File: config.mk
export PLATFORM = sky130hd
export DESIGN_NAME = spi_wb_bridge
export DESIGN_NICKNAME = d
export VERILOG_FILES = /design/src/rtl/spi_wb_bridge.sv
export SDC_FILE = /design/constraint.sdc
export NUM_CORES = 1
export LEC_CHECK = 0
export CAP_MARGIN = 20
export CORE_MARGIN = 2
export CORE_UTILIZATION = 45
export DETAILED_ROUTE_END_ITERATION = 8
export GPL_ROUTABILITY_DRIVEN = 0
export PLACE_DENSITY = 0.71
export SLEW_MARGIN = 20
export SYNTH_ARGS = -nofsm -noshare
export SYNTH_HDL_FRONTEND = slang
export SYNTH_SLANG_ARGS = --single-unit
File: constraint.sdc
create_clock -name clk -period 2.5 [get_ports clk]
set_clock_uncertainty 0.1 [all_clocks]
set_input_delay 0.5 -clock clk [delete_from_list [all_inputs] [get_ports clk]]
set_output_delay 0.5 -clock clk [all_outputs]
set_load 0.05 [all_outputs]
File: src/rtl/spi_wb_bridge.sv
// SPI mode-0 slave to Wishbone master: 0x02 writes 4 bytes, 0x03 reads 4 bytes after one dummy byte.
// Latency: the bus cycle starts one clk after the last write bit or the last address bit; the host is stalled only by the dummy byte (0xFF on underrun).
module spi_wb_bridge #(
    parameter int WB_AW = 16,
    parameter int WB_DW = 32
) (
    input  logic             clk,
    input  logic             rst_n,
    input  logic             spi_sck,
    input  logic             spi_csn,
    input  logic             spi_mosi,
    output logic             spi_miso,
    output logic             spi_miso_oe,
    output logic [WB_AW-1:0] wb_addr,
    output logic [WB_DW-1:0] wb_wdata,
    input  logic [WB_DW-1:0] wb_rdata,
    output logic             wb_we,
    output logic             wb_cyc,
    input  logic             wb_ack
);

    typedef enum logic [2:0] {
        IDLE, CMD, ADDR, WDATA, WB_CYC, DUMMY, RDATA, IGNORE
    } state_t;

    logic sck_s1_q, sck_s2_q, sck_h_q;
    logic csn_s1_q, csn_s2_q, csn_h_q;
    logic mosi_s1_q, mosi_s2_q;

    always_ff @(posedge clk or negedge rst_n) begin
        if (!rst_n) begin
            sck_s1_q  <= 1'b0;
            sck_s2_q  <= 1'b0;
            sck_h_q   <= 1'b0;
            csn_s1_q  <= 1'b1;
            csn_s2_q  <= 1'b1;
            csn_h_q   <= 1'b1;
            mosi_s1_q <= 1'b0;
            mosi_s2_q <= 1'b0;
        end else begin
            sck_s1_q  <= spi_sck;
            sck_s2_q  <= sck_s1_q;
            sck_h_q   <= sck_s2_q;
            csn_s1_q  <= spi_csn;
            csn_s2_q  <= csn_s1_q;
            csn_h_q   <= csn_s2_q;
            mosi_s1_q <= spi_mosi;
            mosi_s2_q <= mosi_s1_q;
        end
    end

    logic sck_rise, sck_fall, csn_fall;
    assign sck_rise = sck_s2_q & ~sck_h_q;
    assign sck_fall = ~sck_s2_q & sck_h_q;
    assign csn_fall = ~csn_s2_q & csn_h_q;

    state_t           state_q, state_d;
    logic [2:0]       bit_q, bit_d;
    logic [1:0]       byte_q, byte_d;
    logic [6:0]       rx_q, rx_d;
    logic [WB_AW-1:0] addr_q, addr_d;
    logic [WB_DW-1:0] wdata_q, wdata_d;
    logic [WB_DW-1:0] rd_sh_q, rd_sh_d;
    logic             we_q, we_d;
    logic             cyc_q, cyc_d;
    logic             underrun_q, underrun_d;
    logic             miso_q, miso_d;
    logic             pend_q, pend_d;

    always_ff @(posedge clk or negedge rst_n) begin
        if (!rst_n) begin
            state_q    <= IDLE;
            bit_q      <= '0;
            byte_q     <= '0;
            rx_q       <= '0;
            addr_q     <= '0;
            wdata_q    <= '0;
            rd_sh_q    <= '0;
            we_q       <= 1'b0;
            cyc_q      <= 1'b0;
            underrun_q <= 1'b0;
            miso_q     <= 1'b0;
            pend_q     <= 1'b0;
        end else begin
            state_q    <= state_d;
            bit_q      <= bit_d;
            byte_q     <= byte_d;
            rx_q       <= rx_d;
            addr_q     <= addr_d;
            wdata_q    <= wdata_d;
            rd_sh_q    <= rd_sh_d;
            we_q       <= we_d;
            cyc_q      <= cyc_d;
            underrun_q <= underrun_d;
            miso_q     <= miso_d;
            pend_q     <= pend_d;
        end
    end

    logic       bit_last;
    logic [7:0] cmd_byte;
    assign bit_last = (bit_q == 3'd7);
    assign cmd_byte = {rx_q, mosi_s2_q};

    always_comb begin
        state_d    = state_q;
        bit_d      = bit_q;
        byte_d     = byte_q;
        rx_d       = rx_q;
        addr_d     = addr_q;
        wdata_d    = wdata_q;
        rd_sh_d    = rd_sh_q;
        we_d       = we_q;
        cyc_d      = cyc_q & ~wb_ack;
        underrun_d = underrun_q;
        miso_d     = miso_q;
        pend_d     = 1'b0;

        case (state_q)
            IDLE: begin
                // A frame that opens while an abandoned cycle is still running waits for its ack.
                pend_d = (pend_q | csn_fall) & cyc_q & ~csn_s2_q;
                if ((csn_fall | pend_q) && !cyc_q && !csn_s2_q) begin
                    state_d    = CMD;
                    bit_d      = '0;
                    byte_d     = '0;
                    underrun_d = 1'b0;
                end
            end
            CMD: if (sck_rise) begin
                rx_d  = {rx_q[5:0], mosi_s2_q};
                bit_d = bit_q + 3'd1;
                if (bit_last) begin
                    byte_d = '0;
                    if (cmd_byte == 8'h02 || cmd_byte == 8'h03) begin
                        state_d = ADDR;
                        we_d    = (cmd_byte == 8'h02);
                    end else begin
                        state_d = IGNORE;
                    end
                end
            end
            ADDR: if (sck_rise) begin
                addr_d = {addr_q[WB_AW-2:0], mosi_s2_q};
                bit_d  = bit_q + 3'd1;
                if (bit_last) begin
                    byte_d = byte_q + 2'd1;
                    if (byte_q == 2'd1) begin
                        byte_d  = '0;
                        state_d = we_q ? WDATA : WB_CYC;
                        cyc_d   = ~we_q;
                    end
                end
            end
            WDATA: if (sck_rise) begin
                wdata_d = {wdata_q[WB_DW-2:0], mosi_s2_q};
                bit_d   = bit_q + 3'd1;
                if (bit_last) begin
                    byte_d = byte_q + 2'd1;
                    if (byte_q == 2'd3) begin
                        state_d = WB_CYC;
                        cyc_d   = 1'b1;
                    end
                end
            end
            WB_CYC: begin
                if (we_q) begin
                    if (wb_ack) state_d = IGNORE;
                end else begin
                    // The dummy byte keeps clocking while the read is outstanding.
                    if (sck_rise) bit_d = bit_q + 3'd1;
                    if (wb_ack) begin
                        rd_sh_d = wb_rdata;
                        byte_d  = '0;
                        state_d = (sck_rise && bit_last) ? RDATA : DUMMY;
                    end else if (sck_rise && bit_last) begin
                        underrun_d = 1'b1;
                        byte_d     = '0;
                        state_d    = RDATA;
                    end
                end
            end
            DUMMY: if (sck_rise) begin
                bit_d = bit_q + 3'd1;
                if (bit_last) begin
                    byte_d  = '0;
                    state_d = RDATA;
                end
            end
            RDATA: begin
                if (sck_fall) begin
                    miso_d  = underrun_q | rd_sh_q[WB_DW-1];
                    rd_sh_d = {rd_sh_q[WB_DW-2:0], 1'b0};
                end
                if (sck_rise) begin
                    bit_d = bit_q + 3'd1;
                    if (bit_last) begin
                        byte_d = byte_q + 2'd1;
                        if (byte_q == 2'd3) state_d = IGNORE;
                    end
                end
            end
            default: ;
        endcase

        if (state_q != IDLE && csn_s2_q) state_d = IDLE;
        if (state_d != RDATA) miso_d = 1'b0;
    end

    assign spi_miso    = miso_q;
    assign spi_miso_oe = ~csn_s2_q;
    assign wb_addr     = addr_q;
    assign wb_wdata    = wdata_q;
    assign wb_we       = we_q;
    assign wb_cyc      = cyc_q;

endmodule
## Word-level counts from Yosys, hierarchy flattened

Cells that the tools add are included.

- $add $sub $neg: 2
- Equality and inequality tests: 25
- Muxes and demuxes: 59
- Bitwise operators: 13
- Reduce and logical (&&, ||, !) cells: 27

Operators with widths:

| cell | number |
|---|---|
| $mux 32 | 3 |
| $mux 3 | 24 |
| $pmux 32 s2 | 1 |
| $mux 2 | 12 |
| $pmux 3 s7 | 1 |
| $eq 8x2->1 const B | 2 |
| $ne 2x2->1 const B | 8 |
| $mux 1 | 14 |
| $eq 3x3->1 const B | 4 |
| $pmux 2 s5 | 1 |
| $reduce_and 10->1 | 1 |
| $pmux 3 s3 | 1 |
| $ne 2x1->1 const B | 4 |
| $reduce_and 2->1 | 4 |
| $reduce_and 4->1 | 2 |
| $reduce_bool 2->1 | 4 |
| $and 1x1->1 | 6 |
| $eq 3x2->1 const B | 2 |
| $ne 3x3->1 const B | 2 |
| $reduce_bool 3->1 | 2 |
| $not 1->1 | 5 |
| $reduce_and 5->1 | 1 |
| $reduce_bool 5->1 | 1 |
| $reduce_or 5->1 | 1 |
| other kinds (13) | 20 |

- Register bits: 108
- Input bits: 38
- Output and inout bits: 52
- Word-level logic and storage cells: 146

## Longest topological paths before layout

Gate-level depths: netlist of the first run.

- Word-level depth: 11
- Mapped depth: 8
- Gate-level depth less buffers: 7

## Least setup slack after synthesis of the first run

OpenSTA, ideal clock, no wires.

- Path type: flip-flop to flip-flop
- Start point: register cyc_q, in the netlist wb_cyc
- End point: register bit_q[0]
- Data arrival time: 1.679 ns
- Path slack: 0.597 ns
- Cell stages (with the launch flop): 5
- Buffers on the path: 0
- Clock period less this slack: 1.903 ns
- Path through: dfrtp_1 -> nor3_1 -> a21boi_0 -> o21ai_1 -> mux2_2

- Cells in the longest elaborated chain, start to end: 5

RTL lines:

| what | line | text |
|---|---|---|
| start: declaration | 65 | `logic cyc_q, cyc_d;` |
| start signal: assignment | 93 | `cyc_q <= cyc_d;` |
| $logic_not 1->1 | 123 | `if ((csn_fall \| pend_q) && !cyc_q && !csn_s2_q) begin` |
| $logic_and 1x1->1 (2 in series) | 123 |  |
| $ne 2x2->1 (no source line) | n/a |  |
| $reduce_and 3->1 (no source line) | n/a |  |
| end signal: assignment | 86 | `bit_q <= bit_d;` |
| end: declaration | 58 | `logic [2:0] bit_q, bit_d;` |

Every way passes these cells.
A chain may end at the register's enable or synchronous reset.

## Worst setup path after layout of the first run

- Start point: register csn_s2_q
- End point: output port spi_miso_oe

- Cells in the longest elaborated chain, start to end: 1

RTL lines:

| what | line | text |
|---|---|---|
| start: declaration | 27 | `logic csn_s1_q, csn_s2_q, csn_h_q;` |
| start signal: assignment | 45 | `csn_s2_q <= csn_s1_q;` |
| $not 1->1 | 211 | `assign spi_miso_oe = ~csn_s2_q;` |
| end: declaration | 13 | `output logic spi_miso_oe,` |

Every way passes these cells.

==> flow_summary.yaml, run 1 <==
grt:
  grt_start_max_net_pins: 65
  grt_pass1_wl_um: 15400
  track_usage_pct: 17.6
  grt-ovfl-total: 0
  met3_usage_pct: 6.74
  top_usage_layer: "met2"
  grt_pass1_vias: 3156
  grtUsageMet1_pct: 22.6
  grtUsageMet2_pct: 26.5
  grt_antenna_before_repair: 0
worst_setup_path:
  required_ns: 1.90
  start_kind: "flip-flop"
  end_kind: "output pin"
  critPathKind: "reg -> out"
  cp_max_fo: 4
  cp_data_arrival_time_ns: 1.68
cells_and_area:
  fin_nets: 514
  drive_gt1_share_pct: 17.7
  synthToLayoutAreaGrowth_pct: 25.9
  num_antenna_cells: 0
  fin_cells: 610
  fillers: 843
run:
  drv_cap: 0
detailed_routing:
  dr.pass1.iters: 4
  vias: 3136
  ant_nets: 0
  drt_first_iter_violations: 113
  avgRoutedWirePerCell_um: 15.1
  routed_wl_um: 9220
  drc: 0
  vias_per_cell: 5.14
clock_tree:
  cts_tree: "built"
  cts.sinks: 108
  clkLatencyLatePin_ns: 0.37
  root_buffer: "clkbuf_8"
  htreeDepth: 3
  clk_path_buf_depth: 2
  numCtsBuffers: 9
  clkTransAtPathRegs_ns: 0.09
  cts_setup_buffers: 0
floorplanning:
  die_h_um: 106
  die-width_um: 106
  dieArea_um2: 11200
  core_area_um2: 10200
  initial_core_util_pct: 45.8
  rows: 37
  num_io_pins: 90
sta:
  min_period_ns: 2.28
  setup_violations: 0
  fin_tns_setup_ns: 0
  rsz0062_at_grt: "false"
  slew-limit-headroom_pct: 61.8
  hold_violations: 0
  finalCritPeriodShare_pct: 91.1
  max_clock_freq_ghz: 0.439
  worst_pin_slew_ns: 0.572
  slew_violations: 0
synthesis:
  synthTopCellsByArea: "dfrtp_1, mux2_2, mux2i_1"
  ys.warnings.count: 0
  synth-seq-area-share_pct: 57.8
  synthArstFlopShare_pct: 100
  ys.flop_type: "dfrtp_1"
  synthMostInstantiatedCell: "dfrtp_1"
  synth_fp_nets: 429
  synth_cell_type_count: 43
  syn_inst: 386
  synth_top_area_share_pct: 56.1
  syn_area_um2: 4680
  synth_common_cells: "dfrtp_1, mux2_2, nand2_1"
  synth_edf_count: 0
  syn_area_per_cell_um2: 12.1
  synth_top_area_cell: "dfrtp_1"
  ys_seq_elements: 108
power_and_ir_drop:
  p_per_area_nw_per_um2: 573
  p_leak_nw: 2.88
  ir_drop_mv: 0.314
placement:
  portBuffers: 89
  dp.cells: 596
  place_hpwl_um: 6290
min_path:
  hp-class: "in -> async"
outcome:
  outcome: "finished, final reports clean"
-- worst max-delay path, stage by stage, from the launching register on --
cell and delay, ns:
dfstp_2 0.57, inv_1 0.06, clkdlybuf4s50_1 0.69
-- registers in the layout (all words and copies together), names as in the netlist, 2 cells and up --
signal	cells
rd_sh_q	32
wb_addr	16
wb_wdata	32
rx_q	7
byte_q	2
state_q	3
bit_q	3
-- layer usage --
metal | share of wire, % | vias to the layer above | wire length, µm
met2 | 46 | 84 | 4220
li1 | - | 1517 | -
met5 | 0 | - | 0
met1 | 44 | 1520 | 4060
met4 | 2.0 | 0 | 184
met3 | 8.2 | 15 | 758
-- metrics by stage --
stage	utilization, %	hold slack [ns]	cell area, µm²	setup WS (ns)	total power [mW]
after floorplan	-	0.104	4680	0.597	2.26
after global placement	55.9	0.235	5720	0.375	2.41
after detailed placement	55.9	0.237	5720	0.300	2.44
after CTS	57.6	0.00521	5900	0.00646	3.44
after global routing	57.6	0.0289	5900	0.118	3.57
final	57.6	0.00395	5900	0.222	3.38
-- what timing repair did --
action,in CTS,in global routing
hold buffers,0,0
resized for setup,0,1
endpoints found under the setup margin,0,1
-- power by group --
part	total [mW]	internal, mW	switching (mW)
combinational	0.449	0.232	0.218
sequential	1.95	1.85	0.105
clock	0.979	0.435	0.544
total	3.38	2.51	0.867
-- final timing paths --
path,startpoint,end,slack [ns],depth (start not counted)
max in group asynchronous,rst_n,wb_addr[6],1.70,2
hold reg to reg,mosi_s1_q,mosi_s2_q,0.25,0
setup reg to reg,state_q[0],spi_miso,0.41,5
min in group clk,mosi_s1_q,mosi_s2_q,0.25,0
setup / recovery,csn_s2_q,spi_miso_oe,0.22,2
hold / removal,rst_n,rd_sh_q[9],0.004,1
-- logic make-up after synthesis --
logic type               after synthesis  synth area share, %
multiplexers                          92                 21.2
AND/OR/NAND/NOR                       87                 9.03
AO/OA/AOI/OAI                         63                 7.72
flip-flops                           108                 57.8
adder cells (fa/ha/maj)                5                 1.34
buffers and inverters                 31                 2.97
-- area by class of cell --
| type | count | area (µm²) | share of cell area, % |
|---|---|---|---|
| inverters | 9 | 33.8 | 0.573 |
| clock inverters | 1 | 7.51 | 0.127 |
| well taps | 136 | 170 | 2.89 |
| repair buffers | 96 | 968 | 16.4 |
| clock buffers | 13 | 169 | 2.86 |
| multi-input cells | 247 | 1840 | 31.2 |
| flip-flops and latches | 108 | 2710 | 45.9 |
-- layout by cell type, fill, tap and decap left out, types with 4 or more instances in the layout --
cell and n:
inv_1 9, mux2_2 52, mux2i_1 36, nor2_1 14
clkdlybuf4s50_1 87, mux2_1 4, nand2_1 41, o21ai_0 33
dfrtp_1 105, buf_4 6, o21ai_1 6, a21oi_1 10
ha_1 5, clkbuf_8 12, nand2b_1 7
Power figures use the tool's default switching activity.
==> run 2, diff against run 1 <==
Settings changed: CORE_UTILIZATION 45 to 52, MAX_ROUTING_LAYER set to met4, PLACE_DENSITY 0.71 to 0.8.
==> flow_summary.yaml, run 2 (synthesis gave the netlist of run 1 again) <==
cells_and_area:
  synthToLayoutAreaGrowth_pct: 25.8
  fillers: 649
  fin_nets: 512
  num_antenna_cells: 0
  layout_common_cells: "dfrtp_1, clkdlybuf4s50_1, mux2_2"
  drive_gt1_share_pct: 17.9
  fin_cells: 582
  final_common_cell: "dfrtp_1"
  regArea_um2: 2710
  multi_input_area_um2: 1840
clock_tree:
  htreeDepth: 3
  clkTransAtPathRegs_ns: 0.10
  cts.sinks: 108
  numCtsBuffers: 9
  cts_tree: "built"
  clk_path_buf_depth: 2
  cts_setup_buffers: 0
  clkLatencyLatePin_ns: 0.36
  root_buffer: "clkbuf_8"
worst_setup_path:
  cp_max_fo: 4
  cp_data_arrival_time_ns: 1.69
  slowest_delay_ns: 0.70
  start_kind: "flip-flop"
  cp_cell_sequence: "inv_1 -> clkdlybuf4s50_1"
  end_kind: "output pin"
  crit_family: "buffers and inverters"
  crit_buf_inv: 2
  critPathKind: "reg -> out"
  crit_slowest_cell: "clkdlybuf4s50_1"
  required_ns: 1.90
detailed_routing:
  ant_nets: 0
  vias: 3130
  vias_per_cell: 5.38
  routed_wl_um: 9150
  avgRoutedWirePerCell_um: 15.7
  dr.pass1.iters: 4
  drt_first_iter_violations: 100
  drc: 0
sta:
  hold_ws_ns: 0.0688
  fin_tns_setup_ns: 0
  finalCritPeriodShare_pct: 91.6
  max_clock_freq_ghz: 0.437
  min_period_ns: 2.29
  rsz0062_at_grt: "false"
  setup_violations: 0
  worst_pin_slew_ns: 0.581
  slew-limit-headroom_pct: 61.3
  slew_violations: 0
  hold_violations: 0
grt:
  top_usage_layer: "met2"
  track_usage_pct: 20.2
  grt_antenna_before_repair: 0
  grtUsageMet1_pct: 27.6
  grt-ovfl-total: 0
  grt_pass1_wl_um: 15500
  met3_usage_pct: 5.25
  grt_pass1_vias: 3184
  grt_start_max_net_pins: 109
  grtUsageMet2_pct: 30.7
power_and_ir_drop:
  p_leak_nw: 2.89
  p_per_area_nw_per_um2: 599
  ir_drop_mv: 0.329
placement:
  dp.cells: 566
  place_hpwl_um: 6100
  portBuffers: 89
floorplanning:
  die_h_um: 98.9
  dieArea_um2: 9780
  die-width_um: 98.9
  rows: 34
  core_area_um2: 8720
  num_io_pins: 90
  initial_core_util_pct: 53.7
min_path:
  hp-class: "in -> async"
outcome:
  outcome: "finished, final reports clean"
run:
  drv_cap: 0
## run 2: cell types whose count changed in the layout (fill, tap and decap cells not counted), sizes merged
| cell | previous run | this run |
|---|---|---|
| buf | 8 | 6 |
| clkinv | 0 | 2 |
| inv | 9 | 12 |
| clkbuf | 13 | 10 |
| bufinv | 0 | 1 |
| clkinvlp | 1 | 0 |
## run 2: worst paths after layout
path                       startpoint           to  slack, ns  depth (start not counted)
max in group asynchronous       rst_n  rd_sh_q[31]       1.76                          2
hold / removal                  rst_n    byte_q[0]       0.07                          2
setup / recovery             csn_s2_q  spi_miso_oe       0.21                          2
setup reg to reg           state_q[0]     spi_miso       0.41                          5
min in group clk             sck_s1_q     sck_s2_q       0.26                          0
hold reg to reg              sck_s1_q     sck_s2_q       0.26                          0
## run 2: layout make-up
class	instances	share of cell area, %
clock buffer	10	2.34
clock inverter	6	1.36
inverter	9	0.574
multi-input combinational	247	31.3
sequential	108	46.0
tap	108	2.29
timing repair buffer	94	16.2
## run 2: power breakdown
part | total, mW | internal [mW] | switching (mW)
Sequential | 1.95 | 1.85 | 0.102
Clock | 1.14 | 0.513 | 0.624
Combinational | 0.443 | 0.228 | 0.216
## run 2: routing by layer
metal / routed length, µm / share of wire [%]
met1: 4290 / 47
met2: 4250 / 46
met3: 562 / 6.1
met4: 48 / 0.52
met5: 0 / 0
## run 2: worst register-to-register path, cell delays in order (launching register included)
cell and delay, ns:
dfrtp_1 0.69, or3b_1 0.42, a311oi_2 0.33, a31oi_1 0.09, o211a_1 0.18, and4bb_1 0.20
## run 2: repair_timing
| action | 4_1_cts | 5_1_grt |
|---|---|---|
| gates resized for setup | 0 | 1 |
| endpoints found under the setup margin | 0 | 1 |
| endpoints found under the hold margin | 0 | 0 |
| hold buffers | 0 | 0 |
## run 2: metrics by stage
stage | instance area (µm²) | setup WS, ns | total power [mW] | util (%)
floorplan | 4680 | 0.597 | 2.26 | -
global placement | 5670 | 0.381 | 2.40 | 65.0
detailed placement | 5670 | 0.327 | 2.43 | 65.0
CTS | 5890 | 0.0236 | 3.57 | 67.5
global route | 5890 | 0.163 | 3.70 | 67.5
finish | 5890 | 0.210 | 3.53 | 67.5
==> run 3, diff against run 2 <==
Settings changed: CORE_ASPECT_RATIO set to 1.25, GPL_TIMING_DRIVEN set to 0.
==> flow_summary.yaml, run 3 (synthesis gave the netlist of run 1 again) <==
clock_tree:
  numCtsBuffers: 9
  clkTransAtPathRegs_ns: 0.09
  cts.sinks: 108
  root_buffer: "clkbuf_8"
  cts_tree: "built"
  cts_setup_buffers: 0
  ctsHoldBuffers: 1
  cts_resized: 0
  clk_path_buf_depth: 2
  clkLatencyLatePin_ns: 0.37
  htreeDepth: 3
detailed_routing:
  wl_met2_um: 4520
  vias: 3222
  ant_nets: 0
  routed_wl_um: 9460
  avgRoutedWirePerCell_um: 15.5
  dr.pass1.iters: 6
  top_layer_used: "met4"
  vias_per_cell: 5.27
  wl_met1_um: 4180
  wl_met3_um: 566
  drc: 0
  drt_first_iter_violations: 241
cells_and_area:
  fin_cells: 611
  drive_gt1_share_pct: 18.9
  fillers: 643
  synthToLayoutAreaGrowth_pct: 26.9
  multi_input_area_um2: 1840
  fin_nets: 531
  regArea_um2: 2710
  num_antenna_cells: 0
  final_common_cell: "dfrtp_1"
  layout_common_cells: "dfrtp_1, clkdlybuf4s50_1, mux2_2"
  final_core_util_pct: 68.3
  stdcell_area_um2: 5940
worst_setup_path:
  reg2reg_from: "csn_h_q"
  critPathLaunch: "csn_s2_q"
  required_ns: 1.90
  start_kind: "flip-flop"
  end_kind: "output pin"
  cp_data_arrival_time_ns: 1.69
  cp_max_fo: 4
  critPathKind: "reg -> out"
run:
  drv_cap: 0
floorplanning:
  rows: 38
  dieArea_um2: 9790
  core_area_um2: 8700
  die_h_um: 110
  num_io_pins: 90
  die-width_um: 88.9
  initial_core_util_pct: 53.8
grt:
  track_usage_pct: 20.7
  grt-ovfl-total: 0
  grt_pass1_wl_um: 15100
  grt_start_max_net_pins: 68
  grt_antenna_before_repair: 0
  grt_pass1_vias: 3206
sta:
  hold_ws_ns: 0.255
  rsz0062_at_grt: "false"
  slew-limit-headroom_pct: 63.9
  max_clock_freq_ghz: 0.437
  setup_violations: 0
  finalCritPeriodShare_pct: 91.6
  slew_violations: 0
  fin_ws_ns: 0.210
  fin_tns_setup_ns: 0
  worst_pin_slew_ns: 0.540
  hold_violations: 0
  min_period_ns: 2.29
placement:
  dp_slack_ns: 0.252
  place_hpwl_um: 6540
  place_area_um2: 5750
  portBuffers: 89
  dp.cells: 596
power_and_ir_drop:
  p_leak_nw: 2.91
  ir_drop_mv: 0.438
  p_per_area_nw_per_um2: 580
  power.total_mw: 3.45
outcome:
  outcome: "finished, final reports clean"
min_path:
  hp-class: "reg -> reg"
  hold_start: "sck_s1_q"
-- run 3: cell types whose count changed in the layout (fill, tap and decap cells not counted), sizes merged --
cell,delta
buf,+11
clkbuf,+6
clkdlybuf4s50,+1
clkinv,+1
dlygate4sd3,+1
dlymetal6s2s,-1
inv,-2
-- run 3: worst max-delay path, cell delays in order, from the launching register on --
cell and delay, ns:
dfstp_2 0.57, inv_1 0.06, clkdlybuf4s50_1 0.71
-- run 3: layer usage --
| metal | global-route usage (%) | vias to the layer above |
|---|---|---|
| met5 | - | - |
| met4 | 8.77 | 0 |
| met3 | 4.62 | 15 |
| met2 | 31.7 | 98 |
| met1 | 26.9 | 1564 |
| li1 | - | 1545 |
-- run 3: layout make-up --
cell class	count	area share, %
clock inverters	5	0.906
flip-flops and latches	108	45.6
plain buffers	22	1.77
multi-input cells	247	30.9
clock buffers	9	2.09
inverters	9	0.569
well taps	120	2.53
repair buffers	91	15.6
-- run 3: worst paths after layout --
path,slack [ns],cells past startpoint,end
min in group asynchronous,0.51,2,wb_addr[9]
max reg2reg,0.42,5,bit_q[0]
min reg2reg,0.26,0,sck_s2_q
max,0.21,2,spi_miso_oe
max in group asynchronous,1.10,3,csn_s1_q
min,0.26,0,sck_s2_q
-- run 3: report_power, final --
group / total, mW / switching (mW) / internal (mW)
clock: 1.02 / 0.566 / 0.451
sequential: 1.92 / 0.0683 / 1.85
combinational: 0.513 / 0.266 / 0.247
total: 3.45 / 0.900 / 2.55
